==> src/rtl/counter_bank.sv <==
// counter_bank: multi-channel event counter bank with atomic snapshot and addressed read-back.
//
// NCH independent WIDTH-bit counters, one event input per channel. On overflow a counter
// either wraps to zero or holds at all-ones (SATURATE), and sets a sticky per-channel
// overflow flag. A snapshot copies every live counter and flag into shadow registers in
// the same cycle, optionally clearing the live state. Shadows are read through a registered
// read port: a strobe in one cycle gives a one-cycle valid pulse in the next.
//
// Optional feature, enabled by defining COUNTER_BANK_THRESH_EN:
//   adds i_thresh / o_thresh_hit, a sticky per-channel flag that sets when an event moves the
//   live count to exactly i_thresh.
//
// Ports:
//   i_clk          clock, all logic on posedge
//   i_reset_n      synchronous active-low reset
//   i_event        per-channel event strobes
//   i_snap         snapshot strobe
//   i_snap_clr     with i_snap: also clear live counters and live overflow flags
//   i_rd_stb       read request
//   i_rd_addr      channel index for the read, sampled with i_rd_stb
//   o_rd_valid     read response valid (one-cycle pulse)
//   o_rd_data      shadow count of the addressed channel
//   o_rd_ovf       shadow overflow flag of the addressed channel
//   o_rd_err       addressed channel does not exist
//   o_ovf_any      registered OR of all live overflow flags
//   i_thresh       (optional) threshold value
//   o_thresh_hit   (optional) sticky per-channel threshold hit flags

module counter_bank #(
    parameter int unsigned NCH      = 8,
    parameter int unsigned WIDTH    = 32,
    parameter int unsigned AW       = 3,
    parameter int unsigned SATURATE = 0
) (
    input  logic             i_clk,
    input  logic             i_reset_n,
    input  logic [NCH-1:0]   i_event,
    input  logic             i_snap,
    input  logic             i_snap_clr,
    input  logic             i_rd_stb,
    input  logic [AW-1:0]    i_rd_addr,
`ifdef COUNTER_BANK_THRESH_EN
    input  logic [WIDTH-1:0] i_thresh,
    output logic [NCH-1:0]   o_thresh_hit,
`endif
    output logic             o_rd_valid,
    output logic [WIDTH-1:0] o_rd_data,
    output logic             o_rd_ovf,
    output logic             o_rd_err,
    output logic             o_ovf_any
);

    localparam logic [WIDTH-1:0] CntMax = '1;
    localparam logic [WIDTH-1:0] CntOne = WIDTH'(1);

    // Live state
    logic [WIDTH-1:0] cnt_q [NCH];
    logic [WIDTH-1:0] cnt_d [NCH];
    logic [NCH-1:0]   ovf_q, ovf_d;

    // Shadow state
    logic [WIDTH-1:0] shadow_q [NCH];
    logic [WIDTH-1:0] shadow_d [NCH];
    logic [NCH-1:0]   shadow_ovf_q, shadow_ovf_d;

    // Read port
    logic             rd_valid_q, rd_valid_d;
    logic [WIDTH-1:0] rd_data_q, rd_data_d;
    logic             rd_ovf_q, rd_ovf_d;
    logic             rd_err_q, rd_err_d;

    logic             ovf_any_q, ovf_any_d;
    logic             clr_live;

    assign clr_live = i_snap & i_snap_clr;

    // Live counters. A clear restarts a channel at 1 when it has an event in the same cycle,
    // so no event is lost across a snapshot-and-clear.
    always_comb begin
        for (int k = 0; k < NCH; k++) begin
            cnt_d[k] = cnt_q[k];
            ovf_d[k] = ovf_q[k];
            if (clr_live) begin
                cnt_d[k] = i_event[k] ? CntOne : '0;
                ovf_d[k] = 1'b0;
            end else if (i_event[k]) begin
                if (cnt_q[k] == CntMax) begin
                    ovf_d[k] = 1'b1;
                    cnt_d[k] = (SATURATE != 0) ? CntMax : '0;
                end else begin
                    cnt_d[k] = cnt_q[k] + CntOne;
                end
            end
        end
    end

    // Shadows capture the registered live values, so this cycle's events are excluded.
    always_comb begin
        for (int k = 0; k < NCH; k++) begin
            shadow_d[k] = shadow_q[k];
        end
        shadow_ovf_d = shadow_ovf_q;
        if (i_snap) begin
            for (int k = 0; k < NCH; k++) begin
                shadow_d[k] = cnt_q[k];
            end
            shadow_ovf_d = ovf_q;
        end
    end

    // Read mux works from shadow_q, so a read in a snapshot cycle returns the pre-snap value.
    always_comb begin
        rd_valid_d = i_rd_stb;
        rd_data_d  = rd_data_q;
        rd_ovf_d   = rd_ovf_q;
        rd_err_d   = rd_err_q;
        if (i_rd_stb) begin
            rd_err_d  = 1'b1;
            rd_data_d = '0;
            rd_ovf_d  = 1'b0;
            for (int k = 0; k < NCH; k++) begin
                if (i_rd_addr == AW'(k)) begin
                    rd_err_d  = 1'b0;
                    rd_data_d = shadow_q[k];
                    rd_ovf_d  = shadow_ovf_q[k];
                end
            end
        end
    end

    assign ovf_any_d = |ovf_q;

    always_ff @(posedge i_clk) begin
        if (!i_reset_n) begin
            for (int k = 0; k < NCH; k++) begin
                cnt_q[k]    <= '0;
                shadow_q[k] <= '0;
            end
            ovf_q        <= '0;
            shadow_ovf_q <= '0;
            rd_valid_q   <= 1'b0;
            rd_data_q    <= '0;
            rd_ovf_q     <= 1'b0;
            rd_err_q     <= 1'b0;
            ovf_any_q    <= 1'b0;
        end else begin
            for (int k = 0; k < NCH; k++) begin
                cnt_q[k]    <= cnt_d[k];
                shadow_q[k] <= shadow_d[k];
            end
            ovf_q        <= ovf_d;
            shadow_ovf_q <= shadow_ovf_d;
            rd_valid_q   <= rd_valid_d;
            rd_data_q    <= rd_data_d;
            rd_ovf_q     <= rd_ovf_d;
            rd_err_q     <= rd_err_d;
            ovf_any_q    <= ovf_any_d;
        end
    end

    assign o_rd_valid = rd_valid_q;
    assign o_rd_data  = rd_data_q;
    assign o_rd_ovf   = rd_ovf_q;
    assign o_rd_err   = rd_err_q;
    assign o_ovf_any  = ovf_any_q;

`ifdef COUNTER_BANK_THRESH_EN
    logic [NCH-1:0] hit_q, hit_d;

    // Compared against the next count, so the flag rises on the same edge as the counter.
    // A zero threshold never hits: the only way to reach zero is a wrap or a clear.
    always_comb begin
        for (int k = 0; k < NCH; k++) begin
            hit_d[k] = hit_q[k];
            if (clr_live) begin
                hit_d[k] = i_event[k] && (i_thresh == CntOne);
            end else if (i_event[k] && (i_thresh != '0) && (cnt_d[k] == i_thresh)) begin
                hit_d[k] = 1'b1;
            end
        end
    end

    always_ff @(posedge i_clk) begin
        if (!i_reset_n) begin
            hit_q <= '0;
        end else begin
            hit_q <= hit_d;
        end
    end

    assign o_thresh_hit = hit_q;
`endif

endmodule
==> config.mk <==
export PLATFORM = sky130hd
export DESIGN_NAME = counter_bank
export DESIGN_NICKNAME = d
export VERILOG_FILES = /design/src/rtl/counter_bank.sv
export SDC_FILE = /design/constraint.sdc
export NUM_CORES = 1
export LEC_CHECK = 0
export CAP_MARGIN = 15
export CORE_MARGIN = 1.5
export CORE_UTILIZATION = 33
export CTS_BUF_LIST = sky130_fd_sc_hd__clkbuf_8 sky130_fd_sc_hd__clkbuf_16
export DETAILED_ROUTE_END_ITERATION = 7
export PLACE_DENSITY = 0.46
export SLEW_MARGIN = 20
export SYNTH_ARGS = -nofsm -noshare
export SYNTH_HDL_FRONTEND = slang
export SYNTH_SLANG_ARGS = --single-unit
==> constraint.sdc <==
create_clock -name i_clk -period 6.4 [get_ports i_clk]
set_clock_uncertainty 0.1 [all_clocks]
set_input_delay 0.64 -clock i_clk [delete_from_list [all_inputs] [get_ports i_clk]]
set_output_delay 0.64 -clock i_clk [all_outputs]
set_load 0.03 [all_outputs]
==> qor.yml, run 1 <==
status:
  outcome: "finished clean"
sta:
  tns_ns: 0
  slew_headroom: 0.155
  rsz0062_at_grt: "no"
  timing.fmax_mhz: 306
  hold_viol_final: 0
  final_max_slew_viol_count: 0
  period_needed_ns: 3.27
  worst_slew_pin_slew_ns: 1.27
  setup_viol: 0
  finalCritPeriodShare: 0.510
cells_and_area:
  area_growth_pct: 13.7
  fin_area_mm2: 0.0276
  fin_nets: 2635
  final_layout_size_suffix_gt1_frac: 0.0700
  antennaDiodeCount: 0
setup_path:
  rr_endpoint: "cnt_q[0][58]"
  r2r_slack_ns: 3.13
  path_cells: "and4_1 > nand4_1 > nor4_1 > a21o_1 > nor2_1"
  cp.arrival_ns: 3.61
  reg2reg_from: "cnt_q[0][47]"
  crit_required_ns: 6.75
  path_class: "reg2reg"
  crit_path_start_kind: "register"
  cpPeakStageDelay_ns: 0.95
  crit_path_max_fanout: 31
  worst_path_max_delay_cell: "a21o_1"
  r2r_cells: 5
  critPathCaptureType: "register"
drt:
  drc: 0
  dr.pass1.iters: 5
  ant_nets: 0
  vias: 18400
  routed_wl_mm: 72.2
  viasPerCell: 5.08
  drt_iter0_drc: 1119
  wl_per_cell_um: 20.0
yosys:
  synthesis.area_mm2: 0.0243
  postSynthRegisterBits: 564
  synth-seq-area-share: 0.465
  synthFlopType: "dfxtp_1"
  syn_nets: 2659
  syn_inst: 2635
  synthDistinctLibCells: 55
  synth_edf_count: 0
  synthArstFlopShare: 0
  yosysWarnings: 0
  avgSynthCellArea_um2: 9.22
worst_hold_path:
  min_to: "o_rd_data[14]"
  hold_path_class: "in2reg"
  whs_path_depth: 3
  hp-start: "i_rd_addr[2]"
cts:
  cts.sinks: 564
  root_buffer: "clkbuf_16"
  cts_resized: 0
  clk_path_buf_depth: 3
  cts_tree: "built"
  htree_levels: 2
  clkTransAtPathRegs_ns: 0.06
  post_cts_buffers: 0
  cts_made_buffers: 60
  clkLatencyLatePin_ns: 0.63
  ctsHoldBuffers: 0
die:
  ioPinCount: 52
  die_h_um: 274
  start_util: 0.333
  fp-row-count: 99
  core_mm2: 0.0730
  die-area_mm2: 0.0752
  fp.dieW_um: 274
pwr:
  pwr-share-clk: 0.482
  powerDensity_mw_per_mm2: 274
  leakagePower_uw: 0.0101
  combPwrFrac: 0.049
  swShare: 0.228
  intPower_uw: 5840
  ir_drop_v: 0.000222
  p_seq_frac: 0.470
  p_sw_uw: 1730
place:
  dp_hpwl_mm: 50.0
  gp_congestion: 0.872
  io_buffer_count: 51
  postPlaceCellArea_mm2: 0.0256
global_route:
  grt_pass1_wl_mm: 110
  grt_max_degree: 170
  grt_overflow: 0
  antenna_found_initial: 1
  grt_pass1_vias: 17300
  track_usage: 0.190
job:
  drv_cap: 0
[per-stage QoR]
stage | hold WS (ns) | cells | utilization | power [uW] | worst slack [ns]
2_1_floorplan | 0.354 | 2635 | - | 3880 | 3.95
6_report | 0.320 | 3616 | 0.379 | 7570 | 3.13
3_3_place_gp | 0.320 | 3508 | 0.350 | 4000 | 2.83
4_1_cts | 0.278 | 3616 | 0.378 | 7660 | 3.12
5_1_grt | 0.320 | 3616 | 0.379 | 7820 | 2.96
3_5_place_dp | 0.329 | 3508 | 0.350 | 4000 | 2.70
[cells in the final DEF, fill, tap and decap left out, types with 37 or more instances in the layout]
cell type and count:
a21oi_1 65, dfxtp_1 564, nand2_1 117, nor4_1 53, mux2i_1 288, clkdlybuf4s50_1 46, xnor2_1 110, nor2_1 568
nor3_1 48, nand3_1 105, nand4_1 82, inv_1 42, o211ai_1 37, xor2_1 122, clkbuf_16 61
[Yosys cell counts (all sizes together) (3+ instances only)]
cell type  number  area (um2)
nand2         117         439
nor2          569        2140
and4           24         210
a22o            7        61.3
buf            48         220
nand3b          8        60.1
o22ai          28         175
nor2b           3        18.8
nor3           48         240
mux2i         288        2880
xor2          122        1070
nor4           56         387
or4             4        30.0
nand4          83         526
mux2           26         293
ha              8         100
xnor2         110         963
or2             3        18.8
o211a           3        30.0
and2            8        50.1
a31oi          10        62.6
nand3         105         526
mux4           25         563
and3           33         206
o211ai         37         278
nor3b           4        30.0
o21a            7        52.6
dfxtp         564       11300
inv            29         109
clkbuf        110         414
o21ai          40         219
a21oi          65         325
nand2b         26         163
or3             6        42.5
[state kept, by name, summed over array words and instances, names as in the netlist]
| name | cells |
|---|---|
| cnt_q | 256 |
| o_ovf_any | 1 |
| o_rd_data | 32 |
| o_rd_err | 1 |
| o_rd_ovf | 1 |
| o_rd_valid | 1 |
| ovf_q | 8 |
| shadow_ovf_q | 8 |
| shadow_q | 256 |
[how the worst max path moves through the flow]
stage / from / to
after floorplan: i_rd_addr[0] / o_rd_data[13]
after global placement: i_event[6] / cnt_q[1][85]
after detailed placement: i_event[6] / cnt_q[1][87]
after CTS: cnt_q[0][47] / cnt_q[0][49]
after global routing: cnt_q[0][47] / cnt_q[0][58]
final: cnt_q[0][47] / cnt_q[0][58]
[critical path, delay by kind of cell, from the launching register on]
kind | cells | cell delay, ns
AO/OA/AOI/OAI | 1 | 0.95
flip-flops | 1 | 0.53
AND/OR/NAND/NOR | 4 | 1.50
[power by group through the flow]
stage	clock, uW	combinational (uW)	sequential, uW
final	3640	368	3550
after global routing	3870	391	3560
after CTS	3740	369	3550
after detailed placement	0	369	3630
after global placement	0	366	3630
after floorplan	0	232	3650
[layout make-up]
type | instances | area (um2)
fill | 7317 | 45300
multi-input combinational | 1884 | 12300
sequential | 564 | 11300
clock buffer | 74 | 1710
tap | 959 | 1200
timing repair buffer | 72 | 686
clock inverter | 34 | 355
inverter | 29 | 116
[layer usage]
| metal | wire, um | global-route usage | part of all wire | vias to the layer above |
|---|---|---|---|---|
| met5 | 0 | 0 | 0 | - |
| met3 | 2270 | 0.0218 | 0.031 | 88 |
| met4 | 1400 | 0.0445 | 0.019 | 0 |
| li1 | - | - | - | 9067 |
| met1 | 35300 | 0.267 | 0.49 | 8943 |
| met2 | 33200 | 0.309 | 0.46 | 279 |
[cell families after synthesis]
| group | share of synthesized area |
|---|---|
| xor gates and xnor gates | 0.0837 |
| and+or+nand+nor | 0.211 |
| muxes | 0.154 |
| buffers and inverters | 0.0306 |
| adders and majority gates | 0.00412 |
| DFF | 0.465 |
| AOI/OAI and AO/OA | 0.0520 |
Note: power is estimated with default switching activity, not from simulation.
==> run 2: changes to the inputs <==
==> constraint.sdc (replaced) <==
create_clock -name i_clk -period 3.21 [get_ports i_clk]
set_clock_uncertainty 0.1 [all_clocks]
set_input_delay 0.321 -clock i_clk [delete_from_list [all_inputs] [get_ports i_clk]]
set_output_delay 0.321 -clock i_clk [all_outputs]
set_load 0.03 [all_outputs]
==> run 2 against run 1 <==
  * Worst setup slack worse by 2.7 ns
  * Flip-flop and latch count is the same
  * Clock power grew 95%
  * Cell area up 0.97%
  * Register-to-register slack got worse by 2.7 ns
  * Combinational power grew 110%
  * Wire length increased by 0.32%
  * Non-clock buffer count rose by 33
  * First-iteration DRC count unchanged
  * Critical path type unchanged
  * Critical endpoint is now cnt_q[1][106]
  * Highest routed layer unchanged
==> qor.yml, run 2 (synthesis gave the netlist of run 1 again) <==
cells_and_area:
  fill_cells: 7287  # was 7317
  final_layout_size_suffix_gt1_frac: 0.0807  # was 0.0700
  fin_nets: 2669  # was 2635
  final_common_cell: "nor2_1"  # unchanged
  mostFrequentLayoutCells: "nor2_1, dfxtp_1, mux2i_1"  # unchanged
  area_growth_pct: 14.8  # was 13.7%
  instances_no_fill: 3648  # was 3616
  fin_area_mm2: 0.0279  # was 0.0276 mm2
cts:
  ctsHoldBuffers: 1  # was 0
  cts_resized: 0  # unchanged
  htree_levels: 2  # unchanged
  clk_path_buf_depth: 3  # unchanged
  post_cts_buffers: 0  # unchanged
  clkTransAtPathRegs_ns: 0.06  # about the same
  cts.sinks: 564  # unchanged
  cts_tree: "built"  # unchanged
  clkLatencyLatePin_ns: 0.63  # about the same
  cts_made_buffers: 61  # was 60
  root_buffer: "clkbuf_16"  # unchanged
die:
  die_h_um: 274  # unchanged
  core_mm2: 0.0730  # unchanged
  die-area_mm2: 0.0752  # unchanged
  fp.dieW_um: 274  # unchanged
  fp-row-count: 99  # unchanged
  ioPinCount: 52  # unchanged
  start_util: 0.333  # unchanged
sta:
  finalCritPeriodShare: 0.879  # was 0.510
  tns_ns: 0  # unchanged
  hold_viol_final: 0  # unchanged
  period_needed_ns: 2.82  # was 3.27 ns
  rsz0062_at_grt: "no"  # unchanged
  setup_viol: 0  # unchanged
  final_max_slew_viol_count: 0  # unchanged
  timing.fmax_mhz: 355  # was 306 MHz
  worst_slew_pin_slew_ns: 1.16  # was 1.27 ns
  slew_headroom: 0.221  # was 0.155
setup_path:
  critPathCaptureType: "register"  # unchanged
  path_cells: "nand4_1 > or4_1 > or3_1 > o21ai_2 > nor2_1"  # was and4_1 > nand4_1 > nor4_1 > a21o_1 > nor2_1
  cpPeakStageDelay_ns: 0.86  # was 0.95 ns
  crit_path_max_fanout: 26  # was 31
  cp.arrival_ns: 3.18  # was 3.61 ns
  crit_path_start_kind: "register"  # unchanged
  path_class: "reg2reg"  # unchanged
  worst_path_max_delay_cell: "o21ai_2"  # was a21o_1
  crit_required_ns: 3.57  # was 6.75 ns
drt:
  dr.pass1.iters: 5  # unchanged
  ant_nets: 0  # unchanged
  viasPerCell: 5.07  # was 5.08
  vias: 18500  # was 18400
  drt_iter0_drc: 1119  # unchanged
  wl_per_cell_um: 19.9  # was 20.0 um
  routed_wl_mm: 72.4  # was 72.2 mm
  drc: 0  # unchanged
global_route:
  grt_max_degree: 176  # was 170
  grt_pass1_wl_mm: 110  # about the same
  antenna_found_initial: 1  # unchanged
  grt_overflow: 0  # unchanged
  track_usage: 0.191  # was 0.190
  grt_pass1_vias: 17500  # was 17300
status:
  outcome: "finished clean"  # unchanged
place:
  gp_congestion: 0.856  # was 0.872
  postPlaceCellArea_mm2: 0.0259  # was 0.0256 mm2
  io_buffer_count: 51  # unchanged
  dp_hpwl_mm: 51.6  # was 50.0 mm
  dp.cells: 3540  # was 3508
pwr:
  powerDensity_mw_per_mm2: 535  # was 274 mW/mm2
  ir_drop_v: 0.000433  # was 0.000222 V
  leakagePower_uw: 0.0103  # was 0.0101 uW
job:
  drv_cap: 0  # unchanged
worst_hold_path:
  hold_path_class: "in2reg"  # unchanged
## run 2: final timing paths
kind	startpoint	end	slack (ns)	cells past startpoint
worst max-delay path	cnt_q[1][104]	cnt_q[1][106]	0.39	5
worst min register to register	o_rd_err	o_rd_err	0.33	2
worst min-delay path	i_snap	shadow_q[1][66]	0.04	3
worst max register to register	cnt_q[1][104]	cnt_q[1][106]	0.39	5
## run 2: layer usage
layer	up-vias	track usage	wire [um]
met3	111	0.0311	2920
met2	310	0.305	33200
met5	-	0	0
met1	8920	0.259	34100
li1	9161	-	-
met4	0	0.0671	2210
## run 2: cell type report
| cell class | instances | area (um2) | area share |
|---|---|---|---|
| Antenna cell | 1 | 2.50 | 0.0000897 |
| Clock buffer | 75 | 1740 | 0.0624 |
| Clock inverter | 31 | 270 | 0.00969 |
| Inverter | 29 | 116 | 0.00417 |
| Multi-Input combinational cell | 1884 | 12300 | 0.440 |
| Sequential cell | 564 | 11300 | 0.405 |
| Tap cell | 959 | 1200 | 0.0430 |
| Timing Repair Buffer | 105 | 1010 | 0.0362 |
## run 2: critical path: cells and delay by family, from the launching register on
| kind | cells | cell delay, ns |
|---|---|---|
| AND/OR/NAND/NOR | 4 | 1.28 |
| flip-flops | 1 | 0.42 |
| AO/OA/AOI/OAI | 1 | 0.86 |
## run 2: report_power, final
group          total [uW]  leakage [uW]  internal [uW]  switching, uW
sequential           7090       0.00455           7050           40.5
combinational         756       0.00470            258            498
clock                7080       0.00105           4190           2890
## run 2: stage by stage
step | worst slack, ns | utilization | hold slack, ns | power [uW]
after floorplan | 0.995 | - | 0.331 | 7730
after global placement | 0.404 | 0.355 | 0.323 | 8000
after detailed placement | 0.371 | 0.355 | 0.325 | 8010
after CTS | 0.357 | 0.382 | 0.0267 | 15100
after global routing | 0.196 | 0.382 | 0.0431 | 15500
final | 0.389 | 0.382 | 0.0373 | 14900
